<file path="config.mk">
export PLATFORM = sky130hd
export DESIGN_NAME = uart_bus_bridge
export DESIGN_NICKNAME = d
export VERILOG_FILES = /design/src/rtl/uart_bus_bridge.sv
export SDC_FILE = /design/constraint.sdc
export NUM_CORES = 1
export LEC_CHECK = 0
export CAP_MARGIN = 30
export CORE_AREA = 2 2 137 139
export CTS_CLUSTER_SIZE = 20
export DETAILED_ROUTE_END_ITERATION = 7
export DIE_AREA = 0 0 139 141
export GPL_ROUTABILITY_DRIVEN = 0
export GPL_TIMING_DRIVEN = 0
export PLACE_DENSITY = 0.63
export SETUP_SLACK_MARGIN = 0.15
export SLEW_MARGIN = 30
export SYNTH_ARGS = -nofsm -noshare
export SYNTH_HDL_FRONTEND = slang
export SYNTH_SLANG_ARGS = --single-unit
</file>
<file path="constraint.sdc">
create_clock -name clk_in -period 3.15 [get_ports clk_in]
set_input_delay 0.63 -clock clk_in [delete_from_list [all_inputs] [get_ports clk_in]]
set_output_delay 0.63 -clock clk_in [all_outputs]
set_load 0.02 [all_outputs]
</file>
<file path="src/rtl/uart_bus_bridge.sv">
// uart_bus_bridge: bus initiator driven by UART command frames (0x57 write / 0x52 read),
// answering with ACK, read data or NAK, and aborting bus requests after TIMEOUT_CYCLES.
module uart_bus_bridge #(
    parameter int TIMEOUT_CYCLES = 1024
) (
    input  logic        clk_in,
    input  logic        rst_n,
    input  logic [7:0]  rx_data,
    input  logic        rx_data_valid,
    output logic        rx_data_ready,
    output logic [7:0]  tx_data,
    output logic        tx_data_valid,
    input  logic        tx_data_ready,
    output logic        write_valid,
    input  logic        write_ready,
    output logic [31:0] write_address,
    output logic [31:0] write_data,
    output logic        read_ready,
    input  logic        read_valid,
    output logic [31:0] read_address,
    input  logic [31:0] read_data
);
    localparam int TW = $clog2(TIMEOUT_CYCLES + 1);
    typedef enum logic [2:0] {IDLE, ADDR, DATA, BUS_WR, BUS_RD, RESP} state_t;
    state_t state;
    logic [1:0] cnt;
    logic is_wr;
    logic [31:0] addr, data, rbuf;
    logic [TW-1:0] tmo;
    logic rx_fire, tx_fire, tmo_hit;
    assign rx_data_ready = state inside {IDLE, ADDR, DATA};
    assign rx_fire = rx_data_valid && rx_data_ready;
    assign tx_fire = tx_data_valid && tx_data_ready;
    assign tmo_hit = tmo == TW'(TIMEOUT_CYCLES - 1);
    assign write_address = addr;
    assign read_address = addr;
    assign write_data = data;
    always_ff @(posedge clk_in or negedge rst_n) begin
        if (!rst_n) begin
            state <= IDLE;
            cnt <= '0;
            is_wr <= 1'b0;
            addr <= '0;
            data <= '0;
            rbuf <= '0;
            tmo <= '0;
            tx_data <= '0;
            tx_data_valid <= 1'b0;
            write_valid <= 1'b0;
            read_ready <= 1'b0;
        end else begin
            case (state)
                IDLE: if (rx_fire) begin
                    cnt <= '0;
                    is_wr <= rx_data == 8'h57;
                    if (rx_data == 8'h57 || rx_data == 8'h52) begin
                        state <= ADDR;
                    end else begin
                        state <= RESP;
                        tx_data <= 8'h15;
                        tx_data_valid <= 1'b1;
                    end
                end
                ADDR: if (rx_fire) begin
                    addr <= {addr[23:0], rx_data};
                    cnt <= cnt + 1'b1;
                    if (cnt == 2'd3) begin
                        tmo <= '0;
                        state <= is_wr ? DATA : BUS_RD;
                        read_ready <= !is_wr;
                    end
                end
                DATA: if (rx_fire) begin
                    data <= {data[23:0], rx_data};
                    cnt <= cnt + 1'b1;
                    if (cnt == 2'd3) begin
                        tmo <= '0;
                        state <= BUS_WR;
                        write_valid <= 1'b1;
                    end
                end
                // Completion wins over timeout when both land in the same cycle
                BUS_WR: if (write_ready || tmo_hit) begin
                    write_valid <= 1'b0;
                    state <= RESP;
                    cnt <= '0;
                    tx_data <= write_ready ? 8'h06 : 8'h15;
                    tx_data_valid <= 1'b1;
                end else begin
                    tmo <= tmo + 1'b1;
                end
                BUS_RD: if (read_valid || tmo_hit) begin
                    read_ready <= 1'b0;
                    state <= RESP;
                    cnt <= read_valid ? 2'd3 : 2'd0;
                    tx_data <= read_valid ? read_data[31:24] : 8'h15;
                    tx_data_valid <= 1'b1;
                    if (read_valid) rbuf <= {read_data[23:0], 8'h00};
                end else begin
                    tmo <= tmo + 1'b1;
                end
                // cnt holds the number of response bytes still queued behind tx_data
                RESP: if (tx_fire) begin
                    if (cnt == 2'd0) begin
                        state <= IDLE;
                        tx_data_valid <= 1'b0;
                    end else begin
                        cnt <= cnt - 1'b1;
                        tx_data <= rbuf[31:24];
                        rbuf <= {rbuf[23:0], 8'h00};
                    end
                end
                default: state <= IDLE;
            endcase
        end
    end
endmodule

</file>
# Word-level counts from Yosys, hierarchy flattened
# Index checks and enable logic that the tools add are counted.
# totals
regBits,124
in_bits,46
output_inout_bits,108
wordCells,120
# op_classes
add_sub_neg,3
eq_ne,25
mux,54
reduce_logical,27
# op_table
op,count
32-bit two-way mux,4
32-bit case mux with 2 select lines,1
8-bit two-way mux,7
11-bit two-way mux,4
3-bit two-way mux,11
11-bit case mux with 3 select lines,1
8-bit case mux with 4 select lines,1
"2-bit != test, second input constant",12
7-bit AND reduction,3
3-bit case mux with 6 select lines,1
"8-bit by 7-bit equality test with 1-bit output, second input constant",2
2-bit two-way mux,7
1-bit two-way mux,12
"11-bit by 1-bit adder with 11-bit output, second input constant",1
"11-bit by 10-bit equality test with 1-bit output, second input constant",1
2-bit case mux with 5 select lines,1
5-bit AND reduction,2
9-bit AND reduction,1
"2-bit by 1-bit != test with 1-bit output, second input constant",4
4-bit AND reduction,2
"3-bit by 2-bit equality test with 1-bit output, second input constant",2
"3-bit equality test, second input constant",2
2-bit AND reduction,3
2-bit nonzero test,3
other kinds (16),21

# Depth between registers and ports, before layout
# depth
depth_word,5
mapped_depth,9
depth_no_buf,6

# Least setup slack after synthesis
# OpenSTA, ideal clock, no wires.
# synth_path
path_type,input-to-reg
startpoint,input port read_valid
endpoint,register tx_data[0]
setup_ps,125
t_arrival_ps,2025
t_required_ps,3025
slack_ps,1000
stages,6
path_buffers,1
cell_sequence,or4b_4 o21a_4 o22ai_4 a31o_2 buf_6 mux2_4
# synth_between
elab_chain_cells,3
# synth_lines
item,line,text
from (decl),19,"input logic read_valid,"
8-bit two-way mux / 1-bit logical OR (equally long branches),"96, 92",
8-bit two-way mux / 2-bit != test (equally long branches),--,
8-bit case mux with 4 select lines / 7-bit AND reduction (equally long branches),--,
to (signal assigned),87,tx_data <= write_ready ? 8'h06 : 8'h15;
to (signal assigned),96,tx_data <= read_valid ? read_data[31:24] : 8'h15;
to (signal assigned),109,tx_data <= rbuf[31:24];
to (decl),11,"output logic [7:0] tx_data,"
# Several ways; a longest one is shown, not always the timed one. The select of a mux whose other input is x is not followed.
# A chain may end at the register's enable or synchronous reset.

# Worst setup path in the final report
# layout_path
startpoint,input port rx_data[4]
endpoint,register tx_data[7]
# layout_between
elab_chain_cells,4
# layout_lines
item,line,text
from (decl),8,"input logic [7:0] rx_data,"
8-bit by 7-bit equality test with 1-bit output,56,if (rx_data == 8'h57 || rx_data == 8'h52) begin
1-bit logical OR (*),56,
2-bit != test (no line) (*),--,
7-bit AND reduction (no line) (*),--,
# Every way passes the cells marked *; elsewhere a longest branch is shown, timed or not.

==> results.txt <==
For the final number of max-transition violations, the log shows 0. The net count of the mapped netlist was 505. The path class of the tightest hold or removal check is in2async. The logs give 0.120 ns for the minimum hold slack and 0.540 for the post-synthesis sequential area ratio.

The classification of the worst setup path is in2reg. Number of fill cells in the layout: 1,737. The signal on the critical path passes through clkdlybuf4s50_1 -> nor4bb_1 -> nand3_1 -> o21ai_0 -> a31o_2 -> buf_6 -> mux2_4.

Clock-pin slew was measured on the worst setup and hold paths at 0.05 ns. The clock drives 116 sinks. For this design, the CTS-stage hold fixing added 0 buffers. In this run, CTS created clock tree buffers numbering 17. Yosys mapped the design onto 56 distinct sky130hd cell types. The maximum cell stage delay along the critical path was 0.55 ns.

The clock latency at the later pin of the worst-skew pair was 0.40 ns. The share of post-route cells with drive strength above 1 was 0.248. The post-placement cell count was 846; the number of levels in the clock H-tree was 4. Among cell families on the critical path, the largest total delay comes from buffers and inverters. dfrtp_1 takes more of the synthesized area than any other cell. The simple-gate share of the synthesized area is 0.0854.

For the maximum VDD drop, the log shows 644 uV. The final layout contains 678 nets. By area, the combinational part of the netlist is dominated by multiplexers. The number of hold-slack violations in the final timing report was 0; the remaining number of nets flagged by the antenna check after routing was 0. The count of input and output buffers is 153. The first global-routing pass estimated 23,000 um of wire. Entering global routing, the biggest net connects 66 pins.

The cell count after synthesis came out at 458. The first-pass iteration count of the detailed router is 5. The wire-length estimate of the detail-placed layout is 10,300 um. The total overflow reported by the global router came out at 0. Dividing the detail-routed wire length by the instance count gives 16.2 um. The die is 139 um wide. Counting both buffers and inverters, the worst setup path holds a total of 2.

The XOR/XNOR share of the synthesized area came out at 0.00651. The logs give 878 for the filler-free cell count of the finished design and 0 for the total of endpoints with negative setup slack in the final report. For this block, the via count after detailed routing is 4,248. The detailed router finished its first iteration with 213 violations. The die height is 141 um. The run gives 5380 sq um as the cell area after technology mapping. The final cycle utilization of the critical path was 0.803.

The time the worst path needs with I/O delays and setup is 2.53 ns, and the core region area is 18,300 sq um. The flow ran to the end, and the final reports show no timing, DRC or antenna violations. The analysis attributes to cell leakage a power of 0.00340 uW.

For the total routing resource utilization after global routing, the log shows 0.147. The vias per cell is 4.84. Flip-flop and latch count after synthesis: 116.

Dividing the synthesized area by the synthesized cell count gives 11.7 sq um. The run gives 2 as the maximum clock insertion buffer count. The tools report the total negative slack for setup checks as 0 ns. Row generation in the floorplan step produced 50 rows. The proportion of netlist area held by the largest area contributor is 0.540. The synthesized design contains 0 enable-type register cells.

For the number of primary I/O pins, the log shows 154. The repair_antennas step left the layout with diodes totalling 0. The worst clock skew came out at 0.00643 ns. TritonCTS built the clock tree. The run gives 4,394 as the number of global-route vias before repair. Slew at the pin with the worst max-slew slack: 0.667 ns.

Initial core utilization: 0.294. Data on the critical path is required at its endpoint by 3.44 ns. The areal power density over the cells works out to 1030 nW/um^2. Max-cap violations in this run came to 0. The post-CTS setup buffer count came out at 0. The routed design has 14,200 um of wire. The sort of element at the end of the critical path was a register. The share of synthesized flip-flops with an asynchronous set or reset works out to 1.00. The clock root buffer is clkbuf_16. The die covers 19,600 sq um. The top flip-flop cell by instance count after synthesis is dfrtp_1.

Along the worst path, the maximum fanout reaches 8. For this run, design rule violations remaining after detail routing come to 0. The adder and majority cell fraction of the synthesized area was 0.00233. The number of gates resized after CTS was 0. Compared with the post-synthesis result, the final layout area differs by 45.8%. The run gives 0.551 as the worst max-slew margin expressed relative to the limit.

By area the synthesized netlist is led by dfrtp_1, mux2_2, buf_4. The slowest stage of the critical path belongs to the cell clkdlybuf4s50_1. For this run, the top clock speed supported by timing is 396 MHz. The number of antenna violations at the first check in global routing came out at 0. Setup repair after global routing left no endpoint under its margin. Startpoint type of the worst setup path: an input pin. The signal arrival time at the worst endpoint is 2.81 ns, and the count of synthesis-stage warnings from yosys is 0. The multiplexer share of the synthesized area came out at 0.162. Compound-cell area share of the yosys netlist: 0.134.
==> cell usage after synthesis (all sizes together), types with 2 or more instances <==
library cell,count
a21oi,25
a22o,12
a31oi,5
and3,6
buf,48
clkbuf,10
dfrtp,116
inv,2
mux2,74
nand2,15
nand2b,4
nand3,9
nand3b,2
nand4,2
nor2,38
nor2b,5
nor3,3
o21a,3
o21ai,23
o22a,2
o22ai,20
o31ai,5
o41ai,2
xnor2,3
==> layer usage <==
metal / track usage / wire [um] / up-vias / part of all wire
met5: 0 / 0 / - / 0
met4: 0.0441 / 220 / 0 / 0.015
met3: 0.0465 / 871 / 19 / 0.061
met2: 0.237 / 6740 / 161 / 0.47
met1: 0.191 / 6390 / 2076 / 0.45
li1: - / - / 1992 / -
==> report_power, final <==
| part | switching, uW | internal [uW] | leakage (uW) | total [uW] |
|---|---|---|---|---|
| clock | 687 | 1270 | 0.000290 | 1950 |
| sequential | 394 | 1970 | 0.00148 | 2370 |
| combinational | 1820 | 1950 | 0.00163 | 3770 |
| total | 2900 | 5190 | 0.00340 | 8090 |
==> cell families after synthesis <==
| kind of cell | after synthesis |
|---|---|
| flip-flops | 116 |
| AO/OA/AOI/OAI | 109 |
| AND/OR/NAND/NOR | 93 |
| multiplexers | 75 |
| buffers and inverters | 60 |
| XOR/XNOR | 4 |
| adder cells (fa/ha/maj) | 1 |
==> state kept, by name, indices dropped and copies added (netlist names) <==
name	count
cnt	2
is_wr	1
rbuf	24
read_address	32
read_ready	1
state	3
tmo	11
tx_data	8
tx_data_valid	1
write_data	32
write_valid	1
==> cell type report <==
type	count	area, sq um	area share
Clock inverter	12	155	0.0198
Multi-Input combinational cell	282	2100	0.268
Clock buffer	20	447	0.0570
Sequential cell	116	2900	0.370
Tap cell	234	293	0.0373
Timing Repair Buffer	154	1570	0.200
Buffer	58	370	0.0472
Inverter	2	7.51	0.000957
==> worst register-to-register path: cells and delay by family, from the launching register on <==
family,cells,cell delay [ns]
buffers and inverters,3,0.78
DFF,1,0.35
muxes,1,0.38
and+or+nand+nor,2,0.73
==> placed cells by master (no fill, tap or decap), types with 2 or more instances in the layout <==
| cell type | synthesis | layout |
|---|---|---|
| clkinvlp_4 | 0 | 2 |
| xnor2_1 | 3 | 3 |
| mux2_4 | 7 | 7 |
| buf_2 | 13 | 13 |
| o21ai_0 | 22 | 22 |
| nand3b_1 | 2 | 2 |
| o41ai_1 | 2 | 2 |
| nand4_1 | 2 | 2 |
| dfrtp_1 | 116 | 116 |
| nor3_1 | 3 | 3 |
| o21a_1 | 2 | 2 |
| clkinv_4 | 0 | 3 |
| buf_6 | 2 | 2 |
| nand2_1 | 15 | 15 |
| nor2_1 | 38 | 38 |
| bufinv_16 | 0 | 3 |
| o22a_1 | 2 | 2 |
| buf_4 | 32 | 32 |
| mux2_2 | 67 | 67 |
| clkbuf_1 | 10 | 12 |
| o31ai_1 | 5 | 5 |
| nand2b_1 | 4 | 4 |
| clkdlybuf4s50_1 | 0 | 151 |
| o22ai_1 | 19 | 19 |
| clkinv_2 | 0 | 3 |
| a21oi_1 | 25 | 25 |
| nand3_1 | 9 | 9 |
| a22o_1 | 12 | 12 |
| nor2b_1 | 5 | 5 |
| a31oi_1 | 5 | 5 |
| clkbuf_16 | 0 | 17 |
| and3_1 | 6 | 6 |
==> path summary, 6_finish.rpt <==
check | slack, ns | depth (start not counted) | to | start
max | 0.62 | 7 | tx_data[7]$_DFFE_PN0P_ | rx_data[4]
min | 0.12 | 1 | tmo[1]$_DFFE_PN0P_ | rst_n
max reg2reg | 0.80 | 6 | write_data[23]$_DFFE_PN0P_ | state[2]$_DFFE_PN0P_
min reg2reg | 0.50 | 1 | rbuf[14]$_DFFE_PN0P_ | rbuf[14]$_DFFE_PN0P_
max in group asynchronous | 2.37 | 2 | write_data[23]$_DFFE_PN0P_ | rst_n
min in group clk_in | 0.50 | 1 | rbuf[14]$_DFFE_PN0P_ | rbuf[14]$_DFFE_PN0P_
==> metrics by stage <==
| step | utilization | cell area [sq um] | setup WS [ns] | total power [uW] |
|---|---|---|---|---|
| 4_1_cts | 0.429 | 7840 | 0.170 | 8170 |
| 5_1_grt | 0.429 | 7840 | 0.506 | 8570 |
| 6_report | 0.429 | 7840 | 0.622 | 8090 |
| 2_1_floorplan | - | 5380 | 1.00 | 4650 |
| 3_3_place_gp | 0.394 | 7200 | -3.06 | 6080 |
| 3_5_place_dp | 0.396 | 7240 | 0.221 | 6170 |
Power figures use the tool's default switching activity.
